**config.mk**
```make
export PLATFORM = sky130hd
export DESIGN_NAME = crypt_share_scheduler
export DESIGN_NICKNAME = d
export VERILOG_FILES = /design/src/rtl/encrypt_config.sv /design/src/rtl/crypt_rr_arbiter.sv /design/src/rtl/crypt_share_scheduler.sv
export SDC_FILE = /design/constraint.sdc
export NUM_CORES = 1
export LEC_CHECK = 0
export CORE_UTILIZATION = 25
export CTS_BUF_LIST = sky130_fd_sc_hd__clkbuf_2
export DETAILED_ROUTE_END_ITERATION = 16
export GPL_TIMING_DRIVEN = 1
export HOLD_SLACK_MARGIN = 0.02
export SETUP_SLACK_MARGIN = 0.15
export SLEW_MARGIN = 0
export SYNTH_ARGS = -nofsm -noshare
export SYNTH_HDL_FRONTEND = slang
export SYNTH_HIERARCHICAL = 1
export SYNTH_SLANG_ARGS = --single-unit
```
**constraint.sdc**
```tcl
create_clock -name clk -period 2.7 [get_ports clk]
set_input_delay 0.54 -clock clk [delete_from_list [all_inputs] [get_ports clk]]
set_output_delay 0.54 -clock clk [all_outputs]
set_load 0.01 [all_outputs]
```
**src/rtl/encrypt_config.sv**
```systemverilog
// ============================================================================
// Package     : encrypt_config
// Description : Shared constants and types for the crypt share scheduler.
//               Holds the three rotating XOR keys, the requester and key
//               index types, the in-flight tag record, and the helpers that
//               map a key index to its key and advance the index.
// Revision    : 1.0 - initial release
// ============================================================================
`default_nettype none

package encrypt_config;

   localparam logic [7:0] XOR_KEY1 = 8'hA5;
   localparam logic [7:0] XOR_KEY2 = 8'h5A;
   localparam logic [7:0] XOR_KEY3 = 8'hC3;

   localparam int NUM_KEYS = 3;

   typedef logic       req_id_t;
   typedef logic [1:0] key_idx_t;

   // Owner record carried alongside each byte in the shared datapath
   typedef struct packed {
      logic    vld;
      req_id_t owner;
   } tag_t;

   function automatic logic [7:0] key_of(input key_idx_t idx);
      logic [7:0] key;
      case (idx)
         2'd1:    key = XOR_KEY2;
         2'd2:    key = XOR_KEY3;
         default: key = XOR_KEY1;
      endcase
      return key;
   endfunction

   // Rotate 0 -> 1 -> 2 -> 0
   function automatic key_idx_t next_idx(input key_idx_t idx);
      return (idx == key_idx_t'(NUM_KEYS - 1)) ? key_idx_t'(0) : idx + 2'd1;
   endfunction

endpackage

`default_nettype wire

```
**src/rtl/crypt_rr_arbiter.sv**
```systemverilog
// ============================================================================
// Module      : crypt_rr_arbiter
// Description : Two-requester arbiter for the shared XOR datapath.
//               Default build: round-robin, the pointer owner wins a
//               conflict and the pointer moves to the other requester after
//               every grant. With CRYPT_SCHED_FIXED_PRIO_EN defined,
//               requester 0 always wins and no pointer exists.
// Ports       : clk   - clock
//               rst   - asynchronous active-high reset
//               req_i - request vector {req1, req0}
//               gnt_o - combinational grant vector, forced 0 during reset
// Revision    : 1.0 - initial release
// ============================================================================
`default_nettype none

module crypt_rr_arbiter
   import encrypt_config::*;
(
   input  logic       clk,
   input  logic       rst,
   input  logic [1:0] req_i,
   output logic [1:0] gnt_o
);

   logic [1:0] w_gnt;

`ifdef CRYPT_SCHED_FIXED_PRIO_EN
   // Strict priority has no state, so the clock is not needed here
   logic w_unused_clk;
   assign w_unused_clk = clk;

   assign w_gnt = {req_i[1] & ~req_i[0], req_i[0]};
`else
   req_id_t ptr_q;

   assign w_gnt[0] = req_i[0] & (~req_i[1] | (ptr_q == 1'b0));
   assign w_gnt[1] = req_i[1] & (~req_i[0] | (ptr_q == 1'b1));

   always_ff @(posedge clk or posedge rst) begin
      if (rst) begin
         ptr_q <= 1'b0;
      end else if (w_gnt[0]) begin
         ptr_q <= 1'b1;
      end else if (w_gnt[1]) begin
         ptr_q <= 1'b0;
      end
   end
`endif

   assign gnt_o = w_gnt & {2{~rst}};

endmodule

`default_nettype wire

```
**src/rtl/crypt_share_scheduler.sv**
```systemverilog
// ============================================================================
// Module      : crypt_share_scheduler
// Description : Shares one external XOR datapath between two requesters.
//               Accepts one byte per clock, attaches a per-requester rotating
//               key, tracks ownership of in-flight bytes and steers results
//               back to the owner. Flags sticky protocol errors when result
//               valids and tracked tags disagree.
//               Macro CRYPT_SCHED_FIXED_PRIO_EN selects strict priority
//               (requester 0 wins) in place of round-robin arbitration.
// Ports       : clk, rst               - clock, async active-high reset
//               req0/1, din0/1         - requester byte offers
//               key_clr0/1             - restart requester key rotation
//               gnt0/1                 - combinational accept
//               crypt_en/din/key       - registered datapath drive
//               crypt_v/dout           - datapath result
//               v0/1, dout0/1          - registered result to the owner
//               err                    - sticky protocol error
// Revision    : 1.0 - initial release
// ============================================================================
`default_nettype none

module crypt_share_scheduler
   import encrypt_config::*;
#(
   parameter int LATENCY = 2
)
(
   input  logic       clk,
   input  logic       rst,
   input  logic       req0,
   input  logic       req1,
   input  logic [7:0] din0,
   input  logic [7:0] din1,
   input  logic       key_clr0,
   input  logic       key_clr1,
   output logic       gnt0,
   output logic       gnt1,
   output logic       crypt_en,
   output logic [7:0] crypt_din,
   output logic [7:0] crypt_key,
   input  logic       crypt_v,
   input  logic [7:0] crypt_dout,
   output logic       v0,
   output logic       v1,
   output logic [7:0] dout0,
   output logic [7:0] dout1,
   output logic       err
);

   logic [1:0] w_gnt;
   req_id_t    w_sel;
   logic [7:0] w_din;
   logic [7:0] w_key;
   logic       w_clr;
   key_idx_t   w_idx;
   key_idx_t   idx0_d, idx1_d;
   key_idx_t   idx0_q, idx1_q;
   logic       crypt_en_q;
   logic [7:0] crypt_din_q, crypt_key_q;
   req_id_t    owner_q;
   tag_t       tag_q [0:LATENCY];
   tag_t       w_head;
   logic       v0_d, v1_d;
   logic       v0_q, v1_q;
   logic [7:0] dout0_q, dout1_q;
   logic       err_q;

   crypt_rr_arbiter u_arb (
      .clk   (clk),
      .rst   (rst),
      .req_i ({req1, req0}),
      .gnt_o (w_gnt)
   );

   assign gnt0 = w_gnt[0];
   assign gnt1 = w_gnt[1];

   always_comb begin
      w_sel = w_gnt[1];
      w_din = w_sel ? din1     : din0;
      w_clr = w_sel ? key_clr1 : key_clr0;
      w_idx = w_sel ? idx1_q   : idx0_q;
      // A clear coinciding with a grant uses KEY1 now and KEY2 next
      w_key = w_clr ? XOR_KEY1 : key_of(w_idx);

      idx0_d = idx0_q;
      if (w_gnt[0]) begin
         idx0_d = key_clr0 ? key_idx_t'(1) : next_idx(idx0_q);
      end else if (key_clr0) begin
         idx0_d = key_idx_t'(0);
      end

      idx1_d = idx1_q;
      if (w_gnt[1]) begin
         idx1_d = key_clr1 ? key_idx_t'(1) : next_idx(idx1_q);
      end else if (key_clr1) begin
         idx1_d = key_idx_t'(0);
      end
   end

   // The tag line starts alongside the datapath's own input register, so
   // the head lines up with crypt_v for the same byte.
   assign w_head = tag_q[LATENCY];
   assign v0_d   = crypt_v & w_head.vld & (w_head.owner == 1'b0);
   assign v1_d   = crypt_v & w_head.vld & (w_head.owner == 1'b1);

   always_ff @(posedge clk or posedge rst) begin
      if (rst) begin
         crypt_en_q  <= 1'b0;
         crypt_din_q <= '0;
         crypt_key_q <= '0;
         owner_q     <= 1'b0;
         idx0_q      <= '0;
         idx1_q      <= '0;
         v0_q        <= 1'b0;
         v1_q        <= 1'b0;
         dout0_q     <= '0;
         dout1_q     <= '0;
         err_q       <= 1'b0;
         for (int i = 0; i <= LATENCY; i++) begin
            tag_q[i] <= '0;
         end
      end else begin
         crypt_en_q <= |w_gnt;
         if (|w_gnt) begin
            crypt_din_q <= w_din;
            crypt_key_q <= w_key;
            owner_q     <= w_sel;
         end
         tag_q[0] <= '{vld: crypt_en_q, owner: owner_q};
         for (int i = 1; i <= LATENCY; i++) begin
            tag_q[i] <= tag_q[i-1];
         end
         idx0_q <= idx0_d;
         idx1_q <= idx1_d;
         v0_q   <= v0_d;
         v1_q   <= v1_d;
         if (v0_d) begin
            dout0_q <= crypt_dout;
         end
         if (v1_d) begin
            dout1_q <= crypt_dout;
         end
         if (crypt_v != w_head.vld) begin
            err_q <= 1'b1;
         end
      end
   end

   assign crypt_en  = crypt_en_q;
   assign crypt_din = crypt_din_q;
   assign crypt_key = crypt_key_q;
   assign v0        = v0_q;
   assign v1        = v1_q;
   assign dout0     = dout0_q;
   assign dout1     = dout1_q;
   assign err       = err_q;

endmodule

`default_nettype wire

```
==> run_results.csv <==
group,metric,value,unit
run_status,status,"finished, final reports clean",
floorplan,fp.dieH,88.0,um
hold_path,min_path_type,"primary input to asynchronous set/reset pin",
power_and_ir_drop,seqPwrFrac,0.484,
clocking,ctsHtreeMaxLevel,2,
floorplan,fp.coreArea,0.00698,sq mm
clocking,clockBufferDepth,2,
placement,port_buffers,68,
clocking,tritoncts,"yes",
critical_path,crit_arrival,1.88,ns
clocking,clk_latency,0.40,ns
finish,post-route-util,0.381,
global_routing,grt-ovfl-total,0,
critical_path,path_class,"primary input to primary output",
clocking,post_cts_resize_count,0,
sta,fin_crit_sh,0.896,
synthesis,ys_types,29,
finish,final_cell_mix,"clkdlybuf4s50_1, dfrtp_1, mux2i_1, mux2_2",
power_and_ir_drop,power_density,672,mW/mm^2
sta,slew_headroom,0.605,
floorplan,std_cell_rows,30,
sta,tns,0,ns
power_and_ir_drop,p_switching,0.479,mW
sta,worst_pin_slew,0.592,ns
clocking,clockRootBuffer,"clkbuf_2",
floorplan,start_util,0.265,
finish,antenna_cells,0,
clocking,numClockSinks,44,
critical_path,crit_top_cell,"clkdlybuf4s50_1",
routing,drc,0,
clocking,cts.clk_slew.worst_paths,0.23,ns
global_routing,antenna_found_initial,0,
global_routing,grt_pass1_wl,6020,um
run,cap_violations,0,
synthesis,syn_area_per_cell,13.7,sq um
power_and_ir_drop,total_power,1.79,mW
power_and_ir_drop,p_int,1.31,mW
routing,num_vias,1247,
synthesis,syn-num-nets,168,
sta,skew,0.0158,ns
sta,hold_ws,0.321,ns
global_routing,grt_use_total,0.103,
finish,area_growth,44.0,%
sta,setup_violations,0,
critical_path,reg2reg_slack,0.86,ns
finish,final_common_cell,"clkdlybuf4s50_1",
sta,period_minus_slack,2.42,ns
synthesis,synth.cell_area,0.00185,sq mm
power_and_ir_drop,peakVddDrop,0.000215,V
power_and_ir_drop,leakage,1.18,nW
critical_path,cp-end-kind,"primary output",
synthesis,ys_warn_count,6,
power_and_ir_drop,pwr-share-clk,0.201,
finish,nNetsFinal,238,
critical_path,worstRegToRegCells,5,
finish,nFillCells,717,
clocking,cts-buffers-inserted,5,
power_and_ir_drop,comb_power_share,0.316,
sta,fmax,0.413,GHz
global_routing,grt_max_degree,27,
routing,drt_wl_total,3640,um
floorplan,ios,69,
sta,rsz0062_at_grt,"no",
global_routing,grt_pass1_vias,1210,
power_and_ir_drop,p_sw_frac,0.268,
floorplan,die-area,0.00774,sq mm
synthesis,ys_seq_elements,44,
sta,hold_viol,0,
critical_path,rr_startpoint,"u_arb/ptr_q$_DFFE_PP0P_",
critical_path,worstPathRequired,2.16,ns
synthesis,syn_inst,135,
synthesis,synth-seq-area-share,0.596,
sta,slew_viol_final,0,
routing,vias_per_cell,4.13,
critical_path,path_max_fanout,4,
placement,dp_hpwl,2760,um
critical_path,start_kind,"primary input",
routing,firstDrtPassIters,4,
routing,initialDrtViolationCount,12,
critical_path,cpPeakStageDelay,0.56,ns
floorplan,fp.dieW,88.0,um
clocking,cts_setup_buffers,0,
critical_path,r2r_end,"crypt_key[6]$_DFFE_PP0P_",
routing,postRouteAntennaNets,0,
clocking,cts_hold_buf,0,
critical_path,path_cells,"clkdlybuf4s50_1, inv_1, o211a_1, clkdlybuf4s50_1",
routing,wl_per_cell,12.0,um
critical_path,cpMaxStageDelayCell,"clkdlybuf4s50_1",
placement,place.gp.congestion,0.659,
finish,drive_gt1_frac,0.165,
metal layers:
layer,vias to the layer above,routed length (um),GRT usage
li1,602,-,-
met2,49,1690,0.159
met3,5,248,0.0377
met5,-,0,0
met1,591,1650,0.132
met4,0,49,0.0402
metrics by stage:
stage	instance area (sq um)	std cells	setup WS, ns
final	2660	302	0.280
after global routing	2660	302	0.204
after CTS	2660	302	0.263
after detailed placement	2600	294	0.200
after global placement	2600	294	0.239
after floorplan	1850	135	0.579
power by group through the flow:
stage	clock (mW)	sequential [mW]	combinational (mW)
final	0.359	0.865	0.564
after CTS	0.377	0.867	0.574
after detailed placement	0	0.879	0.573
after global placement	0	0.876	0.562
after floorplan	0	0.923	0.203
after global routing	0.407	0.886	0.609
cell type report:
| type | instances | area (sq um) | share of cell area |
|---|---|---|---|
| flip-flops and latches | 44 | 1100 | 0.414 |
| repair buffers | 73 | 718 | 0.270 |
| multi-input cells | 74 | 633 | 0.238 |
| well taps | 96 | 120 | 0.0451 |
| clock inverters | 3 | 37.5 | 0.0141 |
| inverters | 7 | 26.3 | 0.00987 |
| clock buffers | 5 | 25.0 | 0.00940 |
sequential cells by signal (all words and copies together), names as in the netlist:
signal,flops
crypt_din,8
dout1,8
err,1
crypt_en,1
owner_q,1
v1,1
idx1_q,2
u_arb/ptr_q,1
idx0_q,2
v0,1
tag_q,6
crypt_key,4
dout0,8
synth_stat cells (all sizes together):
master | number | area share
a211o | 2 | 0.0095
a211oi | 1 | 0.0068
a21o | 1 | 0.0041
a21oi | 2 | 0.0054
a22o | 2 | 0.0095
and3b | 1 | 0.0047
and4bb | 1 | 0.0068
buf | 10 | 0.047
dfrtp | 44 | 0.60
ha | 2 | 0.014
inv | 7 | 0.014
mux2 | 17 | 0.12
mux2i | 10 | 0.054
nand2 | 9 | 0.020
nand2b | 3 | 0.010
nand3b | 2 | 0.0081
nor2 | 3 | 0.0061
nor3 | 4 | 0.011
nor3b | 1 | 0.0068
nor4b | 1 | 0.0081
o211a | 1 | 0.0054
o21ai | 8 | 0.022
o21bai | 2 | 0.0081
or2 | 1 | 0.0034
logic make-up after synthesis:
logic type | count (synthesis) | synth area share
flip-flops | 44 | 0.596
multiplexers | 27 | 0.174
AND/OR/NAND/NOR | 26 | 0.0846
AO/OA/AOI/OAI | 19 | 0.0704
buffers and inverters | 17 | 0.0616
adder cells (fa/ha/maj) | 2 | 0.0135
worst max-delay path: cells and delay by family:
family / cells / cell delay, ns
buffers and inverters: 3 / 1.12
AOI/OAI and AO/OA: 1 / 0.22
how the worst max path moves through the flow:
stage	to	start	depth (start not counted)	slack (ns)
6_report	gnt1	rst	4	0.28
2_1_floorplan	crypt_key[5]$_DFFE_PP0P_	req0	7	0.58
5_1_grt	gnt1	rst	4	0.20
4_1_cts	gnt1	rst	4	0.26
3_3_place_gp	crypt_key[5]$_DFFE_PP0P_	rst	7	0.24
3_5_place_dp	crypt_key[5]$_DFFE_PP0P_	rst	7	0.20
Note: power is estimated with default switching activity, not from simulation.
